`src/rtl/jk_stim_driver_pkg.sv`:
```
// Shared definitions for the JK stimulus driver.
//   - Op encodings: each op value is the {j,k} code driven to the downstream stage.
//   - FSM state type and state constants.
//   - Helpers that model the downstream JK stage and pick the state-preserving hold code.
package jk_stim_driver_pkg;

  localparam logic [1:0] OP_CLEAR_BOTH = 2'b00;
  localparam logic [1:0] OP_CLR        = 2'b01;
  localparam logic [1:0] OP_SET        = 2'b10;
  localparam logic [1:0] OP_TOGGLE     = 2'b11;

  typedef logic [1:0] state_t;

  localparam state_t ST_IDLE  = 2'd0;
  localparam state_t ST_DRIVE = 2'd1;
  localparam state_t ST_DONE  = 2'd2;

  // Next q of the downstream stage after it clocks {j,k}. Code 00 clears q and qbar.
  function automatic logic jk_next_q(logic [1:0] jk, logic cur_q);
    logic nq;
    nq = 1'b0;
    case (jk)
      OP_SET:    nq = 1'b1;
      OP_CLR:    nq = 1'b0;
      OP_TOGGLE: nq = ~cur_q;
      default:   nq = 1'b0;
    endcase
    return nq;
  endfunction

  // Code that leaves the downstream q unchanged.
  function automatic logic [1:0] hold_code(logic cur_q);
    return cur_q ? OP_SET : OP_CLR;
  endfunction

endpackage

```
`src/rtl/jk_stim_checker.sv`:
```
// Feedback checker for the JK stimulus driver.
// Compares the downstream {q,qbar} against the driver's model every cycle once armed.
// The comparison stays disarmed for the first 2 cycles after reset deassertion, while the
// downstream stage (which has no reset of its own) settles on the reset hold code.
// Ports:
//   clock, reset       - clock and synchronous active-high reset
//   q, qbar            - feedback from the downstream stage
//   exp_q, exp_qbar    - modelled expected values
//   err                - sticky mismatch flag
//   err_cnt            - mismatch count, saturating at all-ones
module jk_stim_checker #(
  parameter int unsigned ERR_W = 8
) (
  input  logic             clock,
  input  logic             reset,
  input  logic             q,
  input  logic             qbar,
  input  logic             exp_q,
  input  logic             exp_qbar,
  output logic             err,
  output logic [ERR_W-1:0] err_cnt
);

  logic [1:0]       arm_q, arm_d;
  logic             err_q, err_d;
  logic [ERR_W-1:0] cnt_q, cnt_d;
  logic             armed;
  logic             mismatch;

  assign armed    = (arm_q == 2'd2);
  assign mismatch = ({q, qbar} != {exp_q, exp_qbar});

  always_comb begin
    arm_d = arm_q;
    err_d = err_q;
    cnt_d = cnt_q;
    if (!armed) begin
      arm_d = arm_q + 2'd1;
    end
    if (armed && mismatch) begin
      err_d = 1'b1;
      if (cnt_q != {ERR_W{1'b1}}) begin
        cnt_d = cnt_q + ERR_W'(1);
      end
    end
  end

  always_ff @(posedge clock) begin
    if (reset) begin
      arm_q <= 2'd0;
      err_q <= 1'b0;
      cnt_q <= '0;
    end else begin
      arm_q <= arm_d;
      err_q <= err_d;
      cnt_q <= cnt_d;
    end
  end

  assign err     = err_q;
  assign err_cnt = cnt_q;

endmodule

```
`src/rtl/jk_stim_driver.sv`:
```
// JK stimulus driver: accepts {op,len} commands and drives a registered {j,k} code to a
// downstream JK stage for len cycles, holding the stage's state otherwise.
// Optional feedback checking is enabled by defining JK_STIM_CHECK_EN; without it err and
// err_cnt are tied to 0 and q/qbar are ignored.
// Ports:
//   clock, reset        - clock and synchronous active-high reset
//   cmd_valid/ready     - command handshake (ready only in IDLE)
//   cmd_op, cmd_len     - {j,k} code to drive and number of drive cycles
//   j, k                - registered drive to the downstream stage
//   q, qbar             - feedback from the downstream stage
//   busy, done          - command in progress / one-cycle completion pulse
//   err, err_cnt        - sticky mismatch flag and saturating mismatch count
module jk_stim_driver
  import jk_stim_driver_pkg::*;
#(
  parameter int unsigned CNT_W = 4,
  parameter int unsigned ERR_W = 8
) (
  input  logic             clock,
  input  logic             reset,
  input  logic             cmd_valid,
  output logic             cmd_ready,
  input  logic [1:0]       cmd_op,
  input  logic [CNT_W-1:0] cmd_len,
  output logic             j,
  output logic             k,
  input  logic             q,
  input  logic             qbar,
  output logic             busy,
  output logic             done,
  output logic             err,
  output logic [ERR_W-1:0] err_cnt
);

  state_t           state_q, state_d;
  logic [CNT_W-1:0] rem_q, rem_d;
  logic [1:0]       op_q, op_d;
  logic [1:0]       jk_q, jk_d;
  logic             exp_q_q, exp_q_d;
  logic             exp_qbar_q, exp_qbar_d;
  logic             done_q, done_d;

  always_comb begin
    state_d = state_q;
    rem_d   = rem_q;
    op_d    = op_q;
    case (state_q)
      ST_IDLE: begin
        if (cmd_valid) begin
          op_d = cmd_op;
          if (cmd_len == '0) begin
            state_d = ST_DONE;
          end else begin
            state_d = ST_DRIVE;
            rem_d   = cmd_len;
          end
        end
      end
      ST_DRIVE: begin
        rem_d = rem_q - CNT_W'(1);
        if (rem_q == CNT_W'(1)) begin
          state_d = ST_DONE;
        end
      end
      ST_DONE: state_d = ST_IDLE;
      default: state_d = ST_IDLE;
    endcase
  end

  // The model tracks the downstream stage, which clocks the {j,k} currently on the outputs.
  always_comb begin
    exp_q_d    = jk_next_q(jk_q, exp_q_q);
    exp_qbar_d = (jk_q == OP_CLEAR_BOTH) ? 1'b0 : ~exp_q_d;
    // Hold uses the post-edge model value so the code that follows a drive burst keeps
    // whatever the burst's last code produced.
    jk_d       = (state_q == ST_DRIVE) ? op_q : hold_code(exp_q_d);
    // Outputs are registered, so done lands one cycle after the DONE state, in step with j,k.
    done_d     = (state_q == ST_DONE);
  end

  always_ff @(posedge clock) begin
    if (reset) begin
      state_q    <= ST_IDLE;
      rem_q      <= '0;
      op_q       <= OP_CLR;
      jk_q       <= OP_CLR;
      exp_q_q    <= 1'b0;
      exp_qbar_q <= 1'b1;
      done_q     <= 1'b0;
    end else begin
      state_q    <= state_d;
      rem_q      <= rem_d;
      op_q       <= op_d;
      jk_q       <= jk_d;
      exp_q_q    <= exp_q_d;
      exp_qbar_q <= exp_qbar_d;
      done_q     <= done_d;
    end
  end

  assign cmd_ready = (state_q == ST_IDLE);
  assign busy      = (state_q != ST_IDLE);
  assign j         = jk_q[1];
  assign k         = jk_q[0];
  assign done      = done_q;

`ifdef JK_STIM_CHECK_EN
  jk_stim_checker #(
    .ERR_W (ERR_W)
  ) u_checker (
    .clock    (clock),
    .reset    (reset),
    .q        (q),
    .qbar     (qbar),
    .exp_q    (exp_q_q),
    .exp_qbar (exp_qbar_q),
    .err      (err),
    .err_cnt  (err_cnt)
  );
`else
  logic unused_fb;
  assign unused_fb = ^{q, qbar, exp_qbar_q};
  assign err       = 1'b0;
  assign err_cnt   = '0;
`endif

endmodule

```
`config.mk`:
```
export PLATFORM = sky130hd
export DESIGN_NAME = jk_stim_driver
export DESIGN_NICKNAME = d
export VERILOG_FILES = /design/src/rtl/jk_stim_driver_pkg.sv /design/src/rtl/jk_stim_checker.sv /design/src/rtl/jk_stim_driver.sv
export SDC_FILE = /design/constraint.sdc
export NUM_CORES = 1
export LEC_CHECK = 0
export CAP_MARGIN = 30
export CORE_MARGIN = 2
export CORE_UTILIZATION = 30
export CTS_CLUSTER_DIAMETER = 100
export DETAILED_ROUTE_END_ITERATION = 7
export PLACE_DENSITY = 0.62
export SYNTH_ARGS = -nofsm -noshare
export SYNTH_HDL_FRONTEND = slang
export SYNTH_HIERARCHICAL = 1
export SYNTH_SLANG_ARGS = --single-unit
```
`constraint.sdc`:
```
create_clock -name clock -period 4.11 [get_ports clock]
set_clock_uncertainty 0.05 [all_clocks]
set_input_delay 1.233 -clock clock [delete_from_list [all_inputs] [get_ports clock]]
set_output_delay 1.233 -clock clock [all_outputs]
set_load 0.02 [all_outputs]
```
==> flow_summary.yaml <==
critical_path:
  worstPathCellList: "nor2_1 > inv_1 > clkdlybuf4s50_1"
  cp.arrival_ns: 1.57
  end_kind: "primary output"
  worstPathRequired_ns: 2.83
  start_kind: "register"
  cpPeakStageDelay_ns: 0.59
  crit_slowest_cell: "clkdlybuf4s50_1"
  critical_path_class: "reg -> out"
  worstPathMaxFanout: 11
timing:
  max_freq_ghz: 0.350
  hold_ws_ns: 0.412
  finalMaxSlewViolations: 0
  setup_tns_ns: 0
  min_period_ns: 2.85
  finalHoldViolCount: 0
  setup_viol: 0
  grt_setup_unrepaired: "no"
  post-route-period-util_pct: 69.5
  finalWorstSetupSlack_ns: 1.26
cells_and_area:
  diodes: 0
  layout_common_cells: "clkdlybuf4s50_1, dfxtp_1, conb_1"
  layout-drive-gt1-share_pct: 7.78
  stdcell_area_um2: 823
  syn_to_final_growth_pct: 22.3
  fin_nets: 104
  mostFrequentLayoutCell: "clkdlybuf4s50_1"
routing:
  postRouteAntennaNets: 0
  drt_wl_total_mm: 1.20
  vias_per_cell: 4.62
  vias: 545
  drc: 0
  drt_iter0_drc: 9
  wl_per_cell_um: 10.2
  dr.pass1.iters: 4
status:
  status: "complete, no violations"
floorplan:
  start_util_pct: 31.0
  die_y_um: 51.4
  die-width_um: 51.4
  dieArea_mm2: 0.00264
  ios: 25
  std_cell_rows: 17
  core_mm2: 0.00217
placed_design:
  dp_hpwl_um: 932
  placed_area_um2: 787
  portBuffers: 13
  dp_slack_ns: 1.24
  place.gp.congestion: 0.730
cts:
  cts_made_buffers: 3
  cts_resized: 0
  htree_levels: 1
  cts_setup_buffers: 0
  cts_tree: "built"
  root_buffer: "clkbuf_4"
  postCtsHoldBufs: 0
  clock_sinks: 12
  clkTransAtPathRegs_ns: 0.08
  clock_path_buffers: 2
  clk_latency_ns: 0.28
global_route:
  track_usage_pct: 10.2
  grt_pass1_wl_mm: 2.01
  grt_overflow: 0
  grt_pass1_vias: 466
  antenna_found_initial: 0
  grt_max_degree: 13
power:
  ir_worst_vdd_uv: 201
  power.leakage_nw: 0.358
  powerDensity_mw_per_mm2: 399
synthesis:
  syn_inst: 77
  yosys_warnings: 6
  synth-seq-area-share_pct: 35.7
  ys_ff_latch: 12
  synth_area_per_cell_um2: 8.74
  synth_cell_types: 32
  syn-cell-area_um2: 673
hold_path:
  hold_class: "reg -> reg"
flow_run:
  max_cap_viol_count: 0
==> critical path, delay by kind of cell (launching register included) <==
kind / cells / cell delay (ns)
buffers and inverters: 2 / 0.65
flip-flops: 1 / 0.53
AND/OR/NAND/NOR: 1 / 0.11
==> kinds of logic (layout without fill, tap and decap cells) <==
group                      count (synthesis)  after routing  synth area share [%]
AOI/OAI and AO/OA                         20             20                  23.6
adders and majority gates                  2              2                  3.72
buffers and inverters                     18             23                  15.4
DFF                                       12             12                  35.7
muxes                                      1              1                  1.49
other                                      1              9                 0.557
and+or+nand+nor                           23             23                  19.5
==> flip-flops by register name, summed over array words and instances, names as in the netlist <==
signal and flops:
state_q 2, op_q 2, jk_q 2, rem_q 4
done 1, exp_q_q 1
==> cell usage after synthesis <==
cell type	count	area [um2]
dfxtp_1	12	240
buf_4	9	67.6
nor2_1	7	26.3
inv_1	6	22.5
nor2b_1	4	25.0
a21oi_1	3	15.0
nand2_1	3	11.3
a21o_1	2	15.0
a221o_1	2	20.0
a31oi_1	2	12.5
buf_2	2	10.0
ha_1	2	25.0
nand2b_1	2	12.5
nor3_1	2	10.0
o211a_1	2	20.0
a211o_1	1	8.76
a22o_2	1	10.0
a2bb2oi_1	1	8.76
a311o_1	1	10.0
a311oi_1	1	8.76
and2_1	1	6.26
and3b_1	1	8.76
clkbuf_1	1	3.75
conb_1	1	3.75
mux2i_1	1	10.0
nand3b_1	1	7.51
nor3b_2	1	12.5
o21ai_0	1	5.00
o31a_1	1	8.76
o31ai_1	1	7.51
o41ai_1	1	8.76
or4_4	1	11.3
==> final cells by class <==
cell class	instances	area, um2
repair buffers	13	130
well taps	28	35.0
fillers	234	1350
clock buffers	4	36.3
inverters	6	22.5
flip-flops and latches	12	240
multi-input cells	55	359
==> final timing paths <==
kind                                  from       end  slack, ns  cells after the start
worst max-delay path            state_q[1]      busy       1.26                      3
worst min-delay path               op_q[0]   jk_q[0]       0.41                      1
worst max register to register  state_q[0]  rem_q[3]       2.70                      3
worst min register to register     op_q[0]   jk_q[0]       0.41                      1
==> power breakdown <==
group	total (mW)	switching [mW]	internal [mW]
clock	0.0945	0.0406	0.0539
combinational	0.0900	0.0463	0.0438
sequential	0.144	0.0138	0.130
==> stage by stage <==
stage / cells / util (%) / power, mW
finish: 118 / 37.9 / 0.328
global route: 118 / 37.9 / 0.348
CTS: 118 / 37.9 / 0.332
detailed placement: 114 / 36.3 / 0.236
global placement: 114 / 36.3 / 0.235
floorplan: 85 / - / 0.212
==> routing by layer <==
layer | GRT usage, % | routed length [um] | vias up
met4 | 5.26 | 19 | 0
met3 | 1.75 | 77 | 2
met5 | 0 | 0 | -
li1 | - | - | 283
met2 | 15.4 | 510 | 21
met1 | 13.8 | 591 | 239
(Power assumes the default switching activity.)
